$ cat config.mk
export PLATFORM = sky130hd
export DESIGN_NAME = led_blink_sequencer
export DESIGN_NICKNAME = d
export VERILOG_FILES = /design/src/rtl/led_blink_sequencer.sv
export SDC_FILE = /design/constraint.sdc
export NUM_CORES = 1
export LEC_CHECK = 0
export ABC_AREA = 0
export CAP_MARGIN = 5
export CORE_MARGIN = 4
export CORE_UTILIZATION = 40
export CTS_CLUSTER_SIZE = 24
export DETAILED_ROUTE_END_ITERATION = 12
export PLACE_DENSITY_LB_ADDON = 0.1
export SETUP_SLACK_MARGIN = 0.3
export SLEW_MARGIN = 20
export SYNTH_ARGS = -nofsm -noshare
export SYNTH_HDL_FRONTEND = slang
export SYNTH_SLANG_ARGS = --single-unit
$ cat constraint.sdc
create_clock -name clk_in -period 7.7 [get_ports clk_in]
set_clock_uncertainty 0.1 [all_clocks]
set_input_delay 1.54 -clock clk_in [delete_from_list [all_inputs] [get_ports clk_in]]
set_output_delay 1.54 -clock clk_in [all_outputs]
set_load 0.03 [all_outputs]
$ cat src/rtl/led_blink_sequencer.sv
// led_blink_sequencer: clock-enable step scheduler driving four LED blink patterns
module led_blink_sequencer #(
  parameter int TICK_DIV = 25_000_000,
  parameter int NUM_LEDS = 5
) (
  input  logic                clk_in,
  input  logic                rst,
  input  logic [1:0]          rate_sel,
  input  logic                next_req,
  input  logic                pause_req,
  output logic                tick,
  output logic [NUM_LEDS-1:0] led,
  output logic [1:0]          pattern_idx,
  output logic                paused
);
  localparam int PW = $clog2(TICK_DIV * 8 + 1);
  localparam int LW = NUM_LEDS + 1;
  typedef enum logic {RUN, PAUSE} state_t;
  state_t state, state_nxt;
  logic [PW-1:0] cnt, period_r, period_sel;
  logic [NUM_LEDS-1:0] s, s_adv, s_nxt, b, led_nxt;
  logic [LW-1:0] s_inc, len;
  logic [1:0] p, p_adv;
  logic pending, wrap, adv;
  assign period_sel = PW'(TICK_DIV) << rate_sel;
  assign pattern_idx = p;
  assign paused = state == PAUSE;
  always_ff @(posedge clk_in) begin
    if (rst) state <= RUN;
    else state <= state_nxt;
  end
  always_comb begin
    state_nxt = pause_req ? (state == RUN ? PAUSE : RUN) : state;
    wrap = state == RUN && cnt == period_r - PW'(1);
    adv = pending | next_req;
    p_adv = adv ? p + 2'd1 : p;
    s_adv = adv ? '0 : s;
    len = p_adv == 2'd0 ? LW'(2) : p_adv == 2'd1 ? LW'(NUM_LEDS) : p_adv == 2'd2 ? LW'(2 * NUM_LEDS - 2) : LW'(1) << NUM_LEDS;
    s_inc = {1'b0, s_adv} + LW'(1);
    s_nxt = s_inc == len ? '0 : s_inc[NUM_LEDS-1:0];
    b = s_adv < NUM_LEDS'(NUM_LEDS) ? s_adv : NUM_LEDS'(2 * NUM_LEDS - 2) - s_adv;
    led_nxt = p_adv == 2'd0 ? (s_adv == '0 ? '1 : '0)
            : p_adv == 2'd1 ? NUM_LEDS'(1) << s_adv
            : p_adv == 2'd2 ? NUM_LEDS'(1) << b
            : s_adv;
  end
  always_ff @(posedge clk_in) begin
    if (rst) begin
      cnt <= '0;
      period_r <= period_sel;
      p <= '0;
      s <= '0;
      pending <= 1'b0;
      tick <= 1'b0;
      led <= '0;
    end else begin
      tick <= wrap;
      if (state == RUN) cnt <= wrap ? '0 : cnt + PW'(1);
      if (wrap) begin
        period_r <= period_sel;
        p <= p_adv;
        s <= s_nxt;
        led <= led_nxt;
        pending <= 1'b0;
      end else if (next_req) pending <= 1'b1;
    end
  end
endmodule

==> flow_summary.ini <==
[drt]
drc = 0
drt_iter0_markers = 110
wl_per_cell_um = 14.4
ant_nets = 0
vias = 2601
drt_wl_total_um = 6860
dr.pass1.iters = 4
detail_route.vias_per_cell = 5.45

[grt]
antenna_found_initial = 0
grt_remaining_overflow = 0
grt_max_degree = 30
grt_pass1_vias = 2501
grt_usage_pct = 16.3
grt_pass1_wl_um = 12000

[timing]
setup_ws_ps = 3990
setup_viol = 0
whs_ps = 378
worst_slew_pin_slew_ps = 991
fmax_mhz = 269
slew_violations = 0
rsz0062_at_grt = no
min_period_ps = 3710
hold_violations = 0
period_share_pct = 48.2
slew_headroom_pct = 32.0
finalSetupTns_ps = 0

[status]
status = finished, final reports clean

[logic_synthesis]
synth_cell_types = 59
synth_seq_area_share_pct = 38.0
netlist_area_um2 = 3130
syn_nets = 384
async_reset_ff_share_pct = 0
yosys_warnings = 0
postSynthAreaPerCell_um2 = 8.33
ys_ff_latch = 54
synthFlopType = dfxtp_1
synth_edf_count = 11
netlist_instances = 376

[floorplanning]
die-area_um2 = 9310
coreArea_um2 = 7690
initial_core_util_pct = 40.7
num_io_pins = 15
num_rows = 32
die_w_um = 96.5
die_h_um = 96.5

[min_path]
hold-path-cell-count = 2
hp-class = flop to flop

[power]
combPwrFrac_pct = 8.0
peakVddDrop_uv = 70.0
leakage_nw = 1.12
cell_internal_pwr_mw = 0.376
switching_share_pct = 23.9
seq_power_share_pct = 61.1
power.share.clock_pct = 30.9
powerDensity_nw_per_um2 = 146
switchingPower_mw = 0.118

[cts]
cts_tree = done
ctsResizeCount = 0
clkTransAtPathRegs_ps = 90
h-tree-depth = 2
cts-buffers-inserted = 5
ctsHoldBuffers = 0
cts_max_path_buffers = 2
insertion_delay_ps = 300
cts-root-buf = clkbuf_8
cts.sinks = 54
post_cts_buffers = 0

[run]
max_cap_violations = 0

[setup_path]
crit_path_end_kind = flop
worst_path_max_delay_cell = or4_4
reg2reg_depth = 8
cp_max_fo = 29
crit_type = flop to flop
cp.arrival_ps = 3600
cp_data_required_time_ps = 7580
startpoint_type = flop
path_cells = inv_1 -> ha_1 -> nor4b_1 -> xnor2_1 -> o211ai_1 -> or4_4 -> o21ai_2 -> buf_4
timing.critical_path.slowest_cell_delay_ps = 660

[final_layout]
fin_area_um2 = 3380
utilization_pct = 44.0
antenna_cells = 0
num-nets-final = 382
layout-drive-gt1-share_pct = 4.53
area_growth_pct = 7.99

[place]
placed_area_um2 = 3290
dp_hpwl_um = 5030
io_buffers = 14
place.gp.congestion = 0.827
pre_cts_ws_ps = 3760
## critical path: cells and delay by family, from the launching register on
kind | cells | cell delay [ps]
xor+xnor | 1 | 210
buf+inv | 2 | 500
compound gates | 2 | 600
simple gates | 2 | 1220
fa+ha+maj | 1 | 220
flops | 1 | 520
## power groups by stage
stage               combinational [mW]  clock [mW]  sequential [mW]
finish                          0.0394       0.153            0.302
global route                    0.0445       0.169            0.304
CTS                             0.0396       0.162            0.302
detailed placement              0.0391           0            0.309
global placement                0.0392           0            0.309
floorplan                       0.0318           0            0.306
## state kept, by name (all words and copies together), names as in the netlist
| signal | cells |
|---|---|
| paused | 1 |
| s | 5 |
| tick | 1 |
| period_r | 11 |
| pending | 1 |
| cnt | 28 |
| led | 5 |
| pattern_idx | 2 |
## Yosys cell counts, types with 3 or more instances
master / number / area (um^2)
a211oi_1: 3 / 22.5
a21oi_1: 17 / 85.1
a31oi_1: 4 / 25.0
and3_1: 7 / 43.8
and4_1: 5 / 43.8
buf_2: 8 / 40.0
clkbuf_1: 10 / 37.5
dfxtp_1: 43 / 861
edfxtp_1: 11 / 330
inv_1: 18 / 67.6
nand2_1: 24 / 90.1
nand3_1: 17 / 85.1
nand4_1: 10 / 62.6
nor2_1: 53 / 199
nor2b_1: 5 / 31.3
nor3_1: 11 / 55.1
o2111ai_1: 3 / 26.3
o211ai_1: 4 / 30.0
o21ai_0: 12 / 60.1
o31ai_1: 6 / 45.0
or3_1: 6 / 37.5
xnor2_1: 27 / 236
xor2_1: 20 / 175
## cells by family after synthesis
kind of cell,Yosys count,synth area share [%]
and+or+nand+nor,160,26.1
AOI/OAI and AO/OA,68,14.9
DFF,54,38.0
xor gates and xnor gates,47,13.1
buffers and inverters,42,5.91
muxes,3,1.04
adders and majority gates,2,0.799
## metal layers
layer	part of all wire (%)	track usage [%]
met1	47	20.7
met2	49	28.0
met3	2.4	2.09
met4	1.6	6.19
met5	0	0
## path summary, 6_finish.rpt
check | startpoint | to | slack [ps]
min | led[1]$_SDFFE_PP0P_ | led[1]$_SDFFE_PP0P_ | 380
max | period_r[11]$_SDFFCE_PP0P_ | period_r[11]$_SDFFCE_PP0P_ | 3990
min reg2reg | led[1]$_SDFFE_PP0P_ | led[1]$_SDFFE_PP0P_ | 380
max reg2reg | period_r[11]$_SDFFCE_PP0P_ | period_r[11]$_SDFFCE_PP0P_ | 3990
## placed cells by master (no fill, tap or decap), types with 6 or more instances in the layout
cell and count:
inv_1 18, nand3_1 17, nand4_1 10, edfxtp_1 11
o31ai_1 6, nor2_1 53, xor2_1 20, or3_1 6
and3_1 7, nor3_1 11, o21ai_0 11, clkdlybuf4s50_1 14
xnor2_1 27, a21oi_1 17, nand2_1 24, dfxtp_1 43
## area by class of cell
cell class              count  area [um^2]
clock buffers               8         80.1
fillers                   796         4310
inverters                  18         67.6
multi-input cells         280         1770
flip-flops and latches     54         1190
well taps                 102          128
repair buffers             15          148
## metrics by stage
stage / total power [mW] / cells
5_1_grt: 0.518 / 477
6_report: 0.495 / 477
4_1_cts: 0.504 / 477
3_5_place_dp: 0.348 / 469
3_3_place_gp: 0.348 / 469
2_1_floorplan: 0.337 / 376
Note: power is estimated with default switching activity, not from simulation.
